<file path="src/rtl/memory_read_scheduler_if.sv">
// Bundle between the read scheduler, its requesters and the instruction-memory read port.
// Every request channel (req_*, mem_*) transfers on a cycle where valid & ready are both high;
// a valid request keeps its address stable until that handshake, and ready may depend on valid.
interface memory_read_scheduler_if #(
  parameter int N      = 4,
  parameter int ADDR_W = 11,
  parameter int DATA_W = 16
);
  localparam int ID_BITS = $clog2(N);

  logic [N-1:0]        req_valid;
  logic [N*ADDR_W-1:0] req_addr;
  logic [N-1:0]        req_ready;
  logic [N-1:0]        rsp_valid;
  logic [DATA_W-1:0]   rsp_data;
  logic                mem_valid;
  logic [ADDR_W-1:0]   mem_addr;
  logic                mem_ready;
  logic [DATA_W-1:0]   mem_data;
  logic                busy;
  logic [ID_BITS-1:0]  dbg_ptr;

  modport slave (
    input  req_valid, req_addr, mem_ready, mem_data,
    output req_ready, rsp_valid, rsp_data, mem_valid, mem_addr, busy, dbg_ptr
  );

  modport master (
    output req_valid, req_addr, mem_ready, mem_data,
    input  req_ready, rsp_valid, rsp_data, mem_valid, mem_addr, busy, dbg_ptr
  );
endinterface

</file>
<file path="src/rtl/memory_read_scheduler.sv">
// Round-robin sharing of one instruction-memory read port among N requesters, with a registered
// request stage and an owner-tag pipe that routes each returning word to the requester that issued it.
module memory_read_scheduler #(
  parameter int N                 = 4,
  parameter int MEMORY_ADDR_WIDTH = 11,
  parameter int MEMORY_WIDTH      = 16,
  parameter int READ_LATENCY      = 1
) (
  input  logic                  clk,
  input  logic                  rst,
  memory_read_scheduler_if.slave bus
);
  localparam int ID_BITS = $clog2(N);
  localparam int AW      = MEMORY_ADDR_WIDTH;

  logic                                 stage_valid_q, stage_valid_d;
  logic [AW-1:0]                        stage_addr_q, stage_addr_d;
  logic [ID_BITS-1:0]                   stage_owner_q, stage_owner_d;
  logic [ID_BITS-1:0]                   ptr_q, ptr_d;
  logic [READ_LATENCY-1:0]              pipe_valid_q, pipe_valid_d;
  logic [READ_LATENCY-1:0][ID_BITS-1:0] pipe_owner_q, pipe_owner_d;

  logic               can_load;
  logic               found;
  logic               accept;
  logic [ID_BITS-1:0] winner;
  logic [N-1:0]       req_ready;
  logic [N-1:0]       rsp_valid;
  int                 arb_idx;

  assign can_load = ~stage_valid_q | bus.mem_ready;

  // Search starts at ptr and wraps modulo N, so the requester after the last winner has priority.
  always_comb begin
    found   = 1'b0;
    winner  = '0;
    arb_idx = 0;
    for (int k = 0; k < N; k++) begin
      arb_idx = int'(ptr_q) + k;
      if (arb_idx >= N) arb_idx = arb_idx - N;
      if (!found && bus.req_valid[arb_idx]) begin
        found  = 1'b1;
        winner = ID_BITS'(arb_idx);
      end
    end
  end

  // Grants are suppressed while reset is held, even though the stage already reads empty.
  assign accept = found & can_load & rst;

  always_comb begin
    req_ready = '0;
    if (accept) req_ready[winner] = 1'b1;
  end

  always_comb begin
    stage_valid_d = stage_valid_q;
    stage_addr_d  = stage_addr_q;
    stage_owner_d = stage_owner_q;
    ptr_d         = ptr_q;
    if (accept) begin
      stage_valid_d = 1'b1;
      stage_addr_d  = bus.req_addr[int'(winner)*AW +: AW];
      stage_owner_d = winner;
      ptr_d         = (int'(winner) == N - 1) ? '0 : winner + 1'b1;
    end else if (stage_valid_q && bus.mem_ready) begin
      stage_valid_d = 1'b0;
    end
  end

  // The pipe never stalls: memory returns data a fixed time after the handshake regardless.
  always_comb begin
    pipe_valid_d    = '0;
    pipe_owner_d    = '0;
    pipe_valid_d[0] = stage_valid_q & bus.mem_ready;
    pipe_owner_d[0] = stage_owner_q;
    for (int i = 1; i < READ_LATENCY; i++) begin
      pipe_valid_d[i] = pipe_valid_q[i-1];
      pipe_owner_d[i] = pipe_owner_q[i-1];
    end
  end

  always_ff @(posedge clk or negedge rst) begin
    if (!rst) begin
      stage_valid_q <= 1'b0;
      stage_addr_q  <= '0;
      stage_owner_q <= '0;
      ptr_q         <= '0;
      pipe_valid_q  <= '0;
      pipe_owner_q  <= '0;
    end else begin
      stage_valid_q <= stage_valid_d;
      stage_addr_q  <= stage_addr_d;
      stage_owner_q <= stage_owner_d;
      ptr_q         <= ptr_d;
      pipe_valid_q  <= pipe_valid_d;
      pipe_owner_q  <= pipe_owner_d;
    end
  end

  always_comb begin
    rsp_valid = '0;
    if (pipe_valid_q[READ_LATENCY-1]) rsp_valid[pipe_owner_q[READ_LATENCY-1]] = 1'b1;
  end

  assign bus.req_ready = req_ready;
  assign bus.rsp_valid = rsp_valid;
  assign bus.rsp_data  = bus.mem_data;
  assign bus.mem_valid = stage_valid_q;
  assign bus.mem_addr  = stage_addr_q;
  assign bus.busy      = stage_valid_q | (|pipe_valid_q);
  assign bus.dbg_ptr   = ptr_q;

  a_grant_onehot: assert property (@(posedge clk) disable iff (!rst) $onehot0(req_ready));
  a_rsp_onehot:   assert property (@(posedge clk) disable iff (!rst) $onehot0(rsp_valid));
  a_stage_hold:   assert property (@(posedge clk) disable iff (!rst)
                    (stage_valid_q && !bus.mem_ready) |=> (stage_valid_q && $stable(stage_addr_q)));
endmodule

</file>
<file path="src/flat_wrapper.sv">
// flat-port wrapper written by rule: the top's interface ports become plain ports
module memory_read_scheduler_flat 
#(
  parameter int N                 = 4,
  parameter int MEMORY_ADDR_WIDTH = 11,
  parameter int MEMORY_WIDTH      = 16,
  parameter int READ_LATENCY      = 1
)
  (clk, rst, bus_req_valid, bus_req_addr, bus_mem_ready, bus_mem_data, bus_req_ready, bus_rsp_valid, bus_rsp_data, bus_mem_valid, bus_mem_addr, bus_busy, bus_dbg_ptr);
  memory_read_scheduler_if #(.N(N), .ADDR_W(11), .DATA_W(16)) bus_i ();
  input  logic clk;
  input  logic rst;
  input wire logic [$bits(bus_i.req_valid)-1:0] bus_req_valid;
  input wire logic [$bits(bus_i.req_addr)-1:0] bus_req_addr;
  input wire logic [$bits(bus_i.mem_ready)-1:0] bus_mem_ready;
  input wire logic [$bits(bus_i.mem_data)-1:0] bus_mem_data;
  output wire logic [$bits(bus_i.req_ready)-1:0] bus_req_ready;
  output wire logic [$bits(bus_i.rsp_valid)-1:0] bus_rsp_valid;
  output wire logic [$bits(bus_i.rsp_data)-1:0] bus_rsp_data;
  output wire logic [$bits(bus_i.mem_valid)-1:0] bus_mem_valid;
  output wire logic [$bits(bus_i.mem_addr)-1:0] bus_mem_addr;
  output wire logic [$bits(bus_i.busy)-1:0] bus_busy;
  output wire logic [$bits(bus_i.dbg_ptr)-1:0] bus_dbg_ptr;
  assign bus_i.req_valid = bus_req_valid;
  assign bus_i.req_addr = bus_req_addr;
  assign bus_i.mem_ready = bus_mem_ready;
  assign bus_i.mem_data = bus_mem_data;
  assign bus_req_ready = bus_i.req_ready;
  assign bus_rsp_valid = bus_i.rsp_valid;
  assign bus_rsp_data = bus_i.rsp_data;
  assign bus_mem_valid = bus_i.mem_valid;
  assign bus_mem_addr = bus_i.mem_addr;
  assign bus_busy = bus_i.busy;
  assign bus_dbg_ptr = bus_i.dbg_ptr;
  memory_read_scheduler #(.N(N), .MEMORY_ADDR_WIDTH(MEMORY_ADDR_WIDTH), .MEMORY_WIDTH(MEMORY_WIDTH), .READ_LATENCY(READ_LATENCY)) u_core (.clk(clk), .rst(rst), .bus(bus_i));
endmodule
</file>
<file path="config.mk">
export PLATFORM = sky130hd
export DESIGN_NAME = memory_read_scheduler_flat
export DESIGN_NICKNAME = d
export VERILOG_FILES = /design/src/rtl/memory_read_scheduler_if.sv /design/src/rtl/memory_read_scheduler.sv /design/src/flat_wrapper.sv
export SDC_FILE = /design/constraint.sdc
export NUM_CORES = 1
export LEC_CHECK = 0
export ABC_CLOCK_PERIOD_IN_PS = 2350
export BUFFER_PORTS_ARGS = -buffer_cell sky130_fd_sc_hd__buf_4
export CORE_MARGIN = 5
export CORE_UTILIZATION = 39
export DETAILED_ROUTE_END_ITERATION = 16
export GPL_ROUTABILITY_DRIVEN = 0
export PLACE_DENSITY_LB_ADDON = 0.2
export SETUP_SLACK_MARGIN = 0.3
export SLEW_MARGIN = 20
export SYNTH_ARGS = -nofsm -noshare
export SYNTH_HDL_FRONTEND = slang
export SYNTH_SLANG_ARGS = --single-unit
</file>
<file path="constraint.sdc">
create_clock -name clk -period 2.35 [get_ports clk]
set_clock_uncertainty 0.05 [all_clocks]
set_input_delay 0.1175 -clock clk [delete_from_list [all_inputs] [get_ports clk]]
set_output_delay 0.1175 -clock clk [all_outputs]
set_load 0.02 [all_outputs]
</file>
* Word-level counts from Yosys, hierarchy flattened *
Cells that the tools add are included.

cells by class
  $add $sub $neg = 8
  multipliers = 1
  $lt $le $gt $ge = 12
  eq/ne operators = 1
  shifts and indexed selects = 1
  mux-type cells = 33
  bitwise operators = 6
  reduce and logical (&&, ||, !) cells = 10

operators by type and width
  operator               number
  $lt 32x4->1 const B    4
  $mux 32                4
  $ge 32x4->1 const B    3
  $sub 32x4->32 const B  3
  $shiftx 44x32->11      1
  $mux 1                 16
  $mux 2                 5
  $bmux 1 s2             4
  $mux 4                 2
  $add 2x2->3 const B    2
  $logic_and 1x1->1      6
  $lt 2x3->1 const B     2
  $mul 2x4->6 const B    1
  $demux 1 s2            2
  $ge 2x1->1 const B     2
  $sub 2x3->4 const B    1
  $add 2x1->3 const B    1
  $and 1x1->1            3
  $ge 2x3->1 const B     1
  $logic_not 1->1        3
  $add 2x1->2 const B    1
  $eq 2x1->1 const B     1
  $or 1x1->1             2
  $reduce_bool 2->1      1
  $not 1->1              1

storage, ports and cells
  register bits after elaboration = 19
  bits of input ports = 67
  output and inout port bits = 39

* Logic depth before layout (Yosys ltp) *
Gate-level depths: netlist of the first run.

  depth in word-level cells = 20
  mapped depth = 7
  gate-level depth less buffers = 5

* Worst setup path before layout of the first run *
Ideal clock, no wire load.

  path type = reg2out
  start = register u_core.ptr_q[1], in the netlist u_core.bus.dbg_ptr[1]
  end = output port bus_req_ready[1]
  arrival time = 1.648 ns
  required time = 2.183 ns
  slack = 0.534 ns
  cell stages (with the launch flop) = 8
  path buffers = 2
  cell sequence = dfrtp_1 > mux2i_1 > a21oi_2 > nand2_1 > or2_1 > buf_6 > buf_12 > nor2_1

between the ends
  word-level cells in the longest chain between the ends = 20
  elaborated cells between the ends (all ways) = 49

RTL lines
  element                                                 RTL line                     text
  start: declaration                                      memory_read_scheduler.sv:19  logic [ID_BITS-1:0] ptr_q, ptr_d;
  start signal: assignment                                memory_read_scheduler.sv:95  ptr_q <= ptr_d;
  branches (longest 19 deep; another with $sub 32x4->32)  n/a
  $mux 4 (*)                                              memory_read_scheduler.sv:53  if (accept) req_ready[winner] = 1'b1;
  end: declaration                                        flat_wrapper.sv:17           output wire logic [$bits(bus_i.req_ready)-1:0] bus_req_ready;

Mark *: on every way between the ends. The select of a mux whose other input is x is not followed.

* Worst setup path in the final report of the first run *
  start = register u_core.ptr_q[1], in the netlist u_core.bus.dbg_ptr[1]
  end = output port bus_req_ready[2]

The elaborated chain is that of the path after synthesis.

==> impl_results.md, run 1 <==
* Commonest non-fill, non-tap cell in the layout: buf_4
* Dpl cells at 225
* Slew headroom at 79.35%
* Row count at 21
* Final hold slack at 9.836 ps
* Routed vias at 1170
* Port bufs at 73
* Syn avg cell area at 10.33 um^2
* Leakage at 0.9663 nW
* Clock latency on the worst-skew pair at 280 ps
* Worst setup path endpoint: bus_req_ready[2]
* Most frequent cells in the layout: buf_4, mux2i_1, nand2_1, dfrtp_1, o221ai_2
* Total CTS buffers at 3
* Slew @ Worst Pin at 309.8 ps
* Vias per cell at 4.875
* Final Cycle Share at 82.20%
* GRT Util Overall at 14.70%
* Core footprint at 3284 um^2
* Max frequency at 0.5177 GHz
* Crit path kind: reg2out
* Finished Layout Cells at 240
* Share of post-route cells with drive strength above 1 at 53.61%
* Final instance area at 1894 um^2
* Pin count of the biggest net entering global routing at 27
* Residual DRC count at 0
* Min-delay worst type: in2reg
* Critical Path Source Type: flop
* Post-synth top area share at 36.22%
* Tmin final at 1932 ps
* Reg2reg setup slack at 550 ps
* Root Buffer: clkbuf_4
* CTS sink cnt at 19
* Number of global-route vias before repair at 1183
* Slew Limit Fails at 0
* Die Span X at 68.01 um
* DIE HEIGHT at 68.01 um
* Post-Syn Nets at 194
* Status: finished, final reports clean
* PnR worst setup slack at 418.3 ps
* Cells after synthesis at 127
* Top cell type by total area after synthesis: dfrtp_1
* Setup TNS at 0 ps
* Synth area leaders: dfrtp_1, mux2i_1, buf_4, o221ai_2, nand2_1
* Seq/Total Area, Yosys at 36.22%
* Routed Antenna Nets at 0
* Gr ovfl total at 0
* CP Capture Type: output port
* Clk slew on worst S/H paths at 100 ps
* First-pass GRT wire length at 5202 um
* Initial DRC Count at 19
* RSZ-0062 raised after global routing: false
* Reg2reg start: u_core.bus.dbg_ptr[1]$_DFFE_PN0P_
* WL final at 3516 um
* Final net count at 262
* Worst VDD drop at 0.0003629 V
* First-pass DRT Iterations at 4
* Post-layout util at 57.68%
* Drt wl/cell at 14.65 um
* DP Worst Slack at 401.0 ps
* Initial antenna violation count at 0
* Post-Syn Area at 1313 um^2
* DIE AREA at 4625 um^2
* Number of synthesized register bits at 19
* Yosys cell types at 27
* H-tree levels at 1
* CTS tree: done
* Final Hold Fails at 0
* Inserted Diodes at 0
* Crit path arrival time at 1760 ps
* I/O pin count at 106
* Worst EP required at 2180 ps
* CP startpoint: u_core.bus.dbg_ptr[1]$_DFFE_PN0P_
* Max Cap Viol at 0
* Cell Pwr Density at 738.8 nW/um^2
* Placed cell area at 1735 um^2
* DP Wirelength at 2751 um
* Synthesis-to-layout area growth at 44.33%
* Final setup fails at 0
* Clock Path Buffers at 2
* Worst reg2reg path endpoint: u_core.bus.mem_addr[2]$_DFFE_PN0P_
* Initial Util at 39.96%
* R2R depth at 7
* Max FO, Critical Path at 10
* Yosys Warn Count at 0
* Total power at 1.400 mW
synthesized netlist by cell type:
cell	count
a21boi_1	1
or2_2	1
nand2b_1	2
dfrtp_1	19
buf_2	1
a21oi_2	1
and3b_1	1
o221ai_2	6
o21ai_0	4
and2_1	1
a21boi_0	1
or2_1	1
buf_6	4
nor3b_1	2
o221ai_1	5
a21o_1	1
a21oi_1	2
o41ai_2	1
and3_1	1
mux2i_1	24
o2bb2a_1	1
nand2_1	19
inv_1	3
nor2_1	5
or2b_1	1
buf_12	1
buf_4	18
registers in the layout, summed over array words and instances, names as in the netlist:
signal / flops
u_core.pipe_valid_q: 1
u_core.pipe_owner_q: 2
u_core.pipe_owner_d: 2
u_core.bus.mem_valid: 1
u_core.bus.dbg_ptr: 2
u_core.bus.mem_addr: 11
per-layer routing:
layer / global-route usage, % / up-vias / wire length [um]
met3: 3.612 / 12 / 303
met4: 7.196 / 0 / 53
met1: 17.39 / 541 / 1414
met5: 0 / - / 0
li1: - / 566 / -
met2: 24.67 / 51 / 1743
logic make-up after synthesis:
| kind of cell | synth area share (%) |
|---|---|
| DFF | 36.23 |
| and+or+nand+nor | 12.11 |
| muxes | 18.30 |
| AOI/OAI and AO/OA | 16.87 |
| buffers and inverters | 16.49 |
critical path, stage by stage, from the launching register on:
cell	delay, ps
dfrtp_2	450
mux2i_2	250
a21oi_2	90
nand2_1	100
or2b_4	330
nor2_1	110
buf_4	150
repair_timing:
action / in CTS / in global routing
setup buffers: 0 / 9
hold buffers: 1 / 0
setup endpoints to repair: 4 / 4
cloned: 0 / 1
hold endpoints to repair: 19 / 0
gates resized for setup: 8 / 3
pin swaps: 0 / 2
report_power, final:
| group | internal [mW] | total [mW] | switching, mW |
|---|---|---|---|
| Combinational | 0.381 | 0.745 | 0.364 |
| Sequential | 0.421 | 0.495 | 0.0738 |
| Clock | 0.0659 | 0.160 | 0.0939 |
final cells by class:
| cell class | count | area, um^2 |
|---|---|---|
| clock buffers | 4 | 26.28 |
| flip-flops and latches | 19 | 476.7 |
| fillers | 291 | 1390 |
| multi-input cells | 81 | 636.9 |
| repair buffers | 87 | 685.7 |
| inverters | 3 | 11.26 |
| well taps | 46 | 57.56 |
how the worst min path moves through the flow:
stage | startpoint | end | cells past startpoint
final | bus_mem_ready | u_core.pipe_valid_q$_DFF_PN0_ | 2
after global routing | bus_mem_ready | u_core.pipe_valid_q$_DFF_PN0_ | 2
after CTS | bus_mem_ready | u_core.pipe_valid_q$_DFF_PN0_ | 2
after detailed placement | rst | u_core.bus.mem_addr[1]$_DFFE_PN0P_ | 2
after global placement | rst | u_core.bus.mem_addr[2]$_DFFE_PN0P_ | 2
after floorplan | rst | u_core.bus.dbg_ptr[0]$_DFFE_PN0P_ | 0
(Power assumes the default switching activity.)
==> inputs of run 2 (changes only) <==
ABC_CLOCK_PERIOD_IN_PS = 1700   (was 2350)
CORE_UTILIZATION = 35   (was 39)
clock period = 1.7 ns   (was 2.35 ns; I/O delays follow)
==> impl_results.md, run 2 (synthesis gave the netlist of run 1 again) <==
* RSZ-0062 raised after global routing: true
* Slew Limit Fails at 0
* First-pass GRT wire length at 6189 um
* Sw power at 0.8676 mW
* Number of flip-flops in the largest register at 11
* Setup TNS at -1430 ps
* Final setup fails at 11
* CP Capture Type: output port
* DIE HEIGHT at 71.24 um
* Final net count at 275
* Residual DRC count at 0
* Tmin final at 1888 ps
* Row count at 22
* CTS sink cnt at 19
* Max frequency at 0.5297 GHz
* R2R depth at 10
* Worst EP required at 1560 ps
* First-pass DRT Iterations at 4
* Slew @ Worst Pin at 267.0 ps
* Core footprint at 3633 um^2
* Share of post-route cells with drive strength above 1 at 66.18%
* Total power at 2.301 mW
* Cell Pwr Density at 1047 nW/um^2
* Final hold slack at 18.70 ps
* Sw frac at 37.70%
* Worst reg2reg path endpoint: u_core.bus.dbg_ptr[1]$_DFFE_PN0P_
* Total CTS buffers at 3
* I/O pin count at 106
* Inserted Diodes at 0
* Sink of the worst hold path: u_core.bus.mem_valid$_DFFE_PN0P_
* Routed vias at 1244
* CTS tree: done
* DP Wirelength at 2839 um
* Die Span X at 71.24 um
* Drt wl/cell at 16.12 um
* Max FO, Critical Path at 7
* Vias per cell at 4.878
* Comb power frac at 56.4%
* DP Worst Slack at 45.84 ps
* Failing checks: negative setup slack
* Status: complete, but fails checks
* Clock latency on the worst-skew pair at 260 ps
* Final Cycle Share at 111.0%
* Worst VDD drop at 0.0004447 V
* Finished Layout Cells at 255
* Initial DRC Count at 33
* Critical Path Source Type: flop
* Clk network pwr share at 13.7%
* Leakage at 1.053 nW
* Most frequent cells in the layout: buf_4, nand2_1, dfrtp_1, mux2i_1, buf_6
* Hold Path Cell Cnt at 3
* Synthesis-to-layout area growth at 67.49%
* Reg2reg start: u_core.bus.dbg_ptr[1]$_DFFE_PN0P_
* WL final at 4110 um
* Pin count of the biggest net entering global routing at 20
* Cell-internal power at 1.433 mW
* Routed Antenna Nets at 0
* Number of global-route vias before repair at 1370
* Slew headroom at 82.01%
* Final Hold Fails at 0
* Min-delay worst type: in2reg
* PnR worst setup slack at -187.8 ps
* Initial Util at 36.12%
* Clk slew on worst S/H paths at 70 ps
* Dpl cells at 233
* Port bufs at 73
* DIE AREA at 5074 um^2
* Max Cap Viol at 0
* Root Buffer: clkbuf_8
* Reg2reg setup slack at -130 ps
* H-tree levels at 1
* Crit path kind: reg2out
* Crit path arrival time at 1750 ps
* Worst Hold Launch: rst
* Initial antenna violation count at 0
* Commonest non-fill, non-tap cell in the layout: buf_4
* Gr ovfl total at 0
* Fraction of power consumed by sequential logic at 29.9%
* Clock Path Buffers at 2
* GRT Util Overall at 15.19%
==> run 2: cell types whose count changed in the layout (fill, tap and decap cells not counted), sizes merged <==
cell,change
dlygate4sd3,+1
clkbuf,-2
clkinv,+1
buf,+13
clkinvlp,+1
inv,-1
==> run 2: power by group through the flow <==
stage	Clock (mW)	Sequential (mW)	Combinational, mW
global route	0.342	0.707	1.37
finish	0.316	0.687	1.30
detailed placement	0	0.688	1.00
floorplan	0	0.800	0.561
CTS	0.322	0.685	1.21
global placement	0	0.684	0.987
==> run 2: worst max-delay path by stage <==
stage / slack [ps] / end / cells past startpoint / startpoint
6_report: -190 / bus_req_ready[0] / 7 / u_core.bus.dbg_ptr[1]$_DFFE_PN0P_
5_1_grt: -280 / bus_req_ready[2] / 7 / u_core.bus.dbg_ptr[1]$_DFFE_PN0P_
4_1_cts: -180 / bus_req_ready[2] / 7 / u_core.bus.dbg_ptr[1]$_DFFE_PN0P_
3_5_place_dp: 50 / bus_req_ready[2] / 7 / u_core.bus.dbg_ptr[1]$_DFFE_PN0P_
3_3_place_gp: 70 / u_core.bus.mem_addr[2]$_DFFE_PN0P_ / 6 / u_core.bus.dbg_ptr[1]$_DFFE_PN0P_
2_1_floorplan: 30 / u_core.bus.mem_addr[10]$_DFFE_PN0P_ / 7 / u_core.bus.dbg_ptr[1]$_DFFE_PN0P_
==> run 2: metal layers <==
metal,vias to the layer above,global-route usage (%),wire (um)
met3,7,3.647,216
li1,597,-,-
met5,-,0,0
met4,0,6.889,55
met1,592,17.90,1674
met2,48,26.02,2164
==> run 2: layout make-up <==
class / instances / area (um^2)
tap: 48 / 60.06
clock buffer: 3 / 41.29
inverter: 3 / 15.01
multi-input combinational: 81 / 747.0
fill: 303 / 1435
timing repair buffer: 100 / 852.1
clock inverter: 1 / 5.005
sequential: 19 / 478.0
==> run 2: per-stage QoR <==
stage	instance area [um^2]	util, %
3_3_place_gp	1836	50.52
2_1_floorplan	1348	-
5_1_grt	2198	60.50
4_1_cts	2121	58.37
6_report	2198	60.50
3_5_place_dp	1836	50.52
==> run 2: worst max-delay path, cell delays in order, from the launching register on <==
cell	delay (ps)
dfrtp_2	450
mux2i_1	240
a21oi_2	90
nand2_2	90
or2b_1	290
buf_12	150
nor2_4	70
buf_6	120
==> run 2: repair_timing <==
item                                    in CTS  in global routing
setup buffers                               13                  3
hold buffers                                 2                  0
hold endpoints to repair                    20                  0
gates resized for setup                     28                 13
endpoints found under the setup margin      19                 19
pin swaps                                   10                  4
==> inputs of run 3 (changes only) <==
ABC_AREA = 1   (was unset)
CORE_UTILIZATION = 39   (was 35)
==> impl_results.md, run 3 <==
* Status: complete, but fails checks
* Failing checks: negative setup slack
* Share of post-route cells with drive strength above 1 at 49.02%
* Gr ovfl total at 0
* Xor/xnor share of the synthesized area at 0%
* Cell Pwr Density at 2461 nW/um^2
* Slew Limit Fails at 0
* Port bufs at 73
* Post-synthesis mux area share at 0%
* First-pass DRT Iterations at 5
* Clock Path Buffers at 2
* Crit path arrival time at 1960 ps
* Final Hold Fails at 0
* Min-delay worst type: in2reg
* Simple-Gate Fraction of Synth Area at 52.28%
* Worst reg2reg path endpoint: u_core.bus.mem_addr[1]$_DFFE_PN0P_
* Reg2reg setup slack at -350 ps
* Finished Layout Cells at 407
* Post-Syn Nets at 335
* Worst VDD drop at 0.001403 V
* Commonest non-fill, non-tap cell in the layout: nand2_1
* Main synth FF type: dfrtp_1
* Total power at 6.924 mW
* Final Cycle Share at 123.1%
* Routed vias at 2091
* RSZ-0062 raised after global routing: true
* Routed Antenna Nets at 0
* Number of flip-flops in the largest register at 11
* Most frequent cells after synthesis: nand2_1, nand4_1, dfrtp_1, buf_4, inv_1
* Synth area leaders: nand2_1, dfrtp_1, nand4_1, buf_4, inv_1
* Synthesis-to-layout area growth at 71.16%
* Cells after synthesis at 268
* Compound-Gate Fraction of Synth Area at 1.750%
* Leakage at 1.591 nW
* Die Span X at 74.93 um
* Async S/R FF share, synth at 100.0%
* CP Capture Type: output port
* Yosys Warn Count at 0
* Initial DRC Count at 110
* Reg2reg start: u_core.bus.dbg_ptr[0]$_DFFE_PN0P_
* First-pass GRT wire length at 8914 um
* Number of global-route vias before repair at 1968
* I/O pin count at 106
* Post-layout util at 69.35%
* Main combinational cell family by area after synthesis: simple AND/OR/NAND/NOR gates
* Seq/Total Area, Yosys at 28.92%
* Residual DRC count at 0
* Clock latency on the worst-skew pair at 270 ps
* Drt wl/cell at 14.31 um
* Synth Area in Adders at 0%
* Root Buffer: clkbuf_8
* Number of synthesized flops with an enable pin at 0
* Slew @ Worst Pin at 912.4 ps
* DIE AREA at 5614 um^2
* GRT Util Overall at 20.82%
* Max FO, Critical Path at 5
* Most frequent cell after synthesis: nand2_1
* Tmin final at 2093 ps
* Final hold slack at 87.25 ps
* H-tree levels at 1
* PnR worst setup slack at -392.9 ps
* CTS sink cnt at 19
* Yosys cell types at 21
* Row count at 23
* Syn avg cell area at 6.135 um^2
* WL final at 5826 um
* Max Cap Viol at 0
* Pin count of the biggest net entering global routing at 23
* DIE HEIGHT at 74.93 um
* CP startpoint: u_core.bus.dbg_ptr[0]$_DFFE_PN0P_
* Top cell type by total area after synthesis: nand2_1
* Core footprint at 4058 um^2
* Inserted Diodes at 0
* Initial Util at 40.52%
* Max frequency at 0.4778 GHz
* Initial antenna violation count at 0
* Clk slew on worst S/H paths at 80 ps
* R2R depth at 15
* Vias per cell at 5.138
* Critical Path Source Type: flop
* Slew headroom at 38.98%
* Number of synthesized register bits at 19
* Post-synth top area share at 34.47%
* Dpl cells at 381
* Final net count at 425
* DP Wirelength at 3873 um
* Post-Syn Area at 1644 um^2
* Crit path kind: reg2out
* Worst setup path endpoint: bus_req_ready[1]
* CTS tree: done
* Final setup fails at 19
* Worst EP required at 1560 ps
* Total CTS buffers at 3
* Most frequent cells in the layout: nand2_1, buf_4, nand4_1, nand2_2, dfrtp_1
==> run 3: cell types whose count changed after synthesis, moves of 5 or more <==
cell | before | now
buf_2 | 1 | 10
mux2i_1 | 24 | 0
nand2_1 | 19 | 151
nand4_1 | 0 | 23
inv_1 | 3 | 14
nand3_1 | 0 | 7
o221ai_1 | 5 | 0
o221ai_2 | 6 | 0
==> run 3: cell families (layout without fill, tap and decap cells) <==
logic type	after synthesis	count (layout)
and+or+nand+nor	196	196
buffers and inverters	48	137
DFF	19	19
AOI/OAI and AO/OA	5	5
==> run 3: timing repair <==
action | in CTS | in global routing
hold buffers | 2 | 0
gates cloned | 2 | 0
pin swaps | 19 | 10
resized for setup | 54 | 22
setup endpoints to repair | 20 | 20
endpoints found under the hold margin | 20 | 0
setup buffers | 15 | 3
==> run 3: worst min path at each step <==
stage | from | end | slack, ps | cells past startpoint
6_report | bus_mem_ready | u_core.bus.mem_valid$_DFFE_PN0P_ | 90 | 4
5_1_grt | bus_mem_ready | u_core.bus.mem_valid$_DFFE_PN0P_ | 110 | 4
3_3_place_gp | rst | u_core.pipe_valid_q$_DFF_PN0_ | -70 | 1
3_5_place_dp | rst | u_core.pipe_valid_q$_DFF_PN0_ | -60 | 1
2_1_floorplan | rst | u_core.bus.dbg_ptr[0]$_DFFE_PN0P_ | -260 | 0
4_1_cts | bus_mem_ready | u_core.bus.mem_valid$_DFFE_PN0P_ | 90 | 4
==> run 3: where the power goes <==
part	switching [mW]	internal (mW)	total, mW	leakage (nW)
Clock	0.168	0.167	0.335	0.0228
Combinational	3.18	2.59	5.77	1.33
Sequential	0.155	0.667	0.821	0.234
==> run 3: stage by stage <==
| step | area (um^2) | setup TNS (ps) | setup WS (ps) |
|---|---|---|---|
| 3_3_place_gp | 2296 | -1433 | -109.8 |
| 2_1_floorplan | 1720 | -1250 | -85.39 |
| 4_1_cts | 2715 | -4413 | -348.3 |
| 5_1_grt | 2814 | -7476 | -497.4 |
| 6_report | 2814 | -5675 | -392.9 |
| 3_5_place_dp | 2296 | -2185 | -157.9 |
==> run 3: cell type report <==
cell class              instances  area, um^2
fillers                       346        1244
well taps                      50       62.56
repair buffers                113        1005
inverters                      19       93.84
repair inverters                1       6.256
clock buffers                   4       45.04
multi-input cells             201        1124
flip-flops and latches         19       478.0
==> run 3: routing by layer <==
metal	global-route usage, %	vias to the layer above	routed length, um
met1	26.15	954	2203
met2	35.01	99	2895
met3	2.136	23	499
met5	0	-	0
li1	-	1015	-
met4	11.07	0	227
==> run 3: worst max-delay path, stage by stage (launching register included) <==
cell and delay, ps:
dfrtp_2 450, buf_12 150, clkinv_8 70, nand2_4 60, nand3_4 80, nand2_4 70, nor2_4 150, nand3_4 130
nand3_4 120, buf_12 130, nor2_4 40, nand2_2 70, inv_2 40, buf_6 120
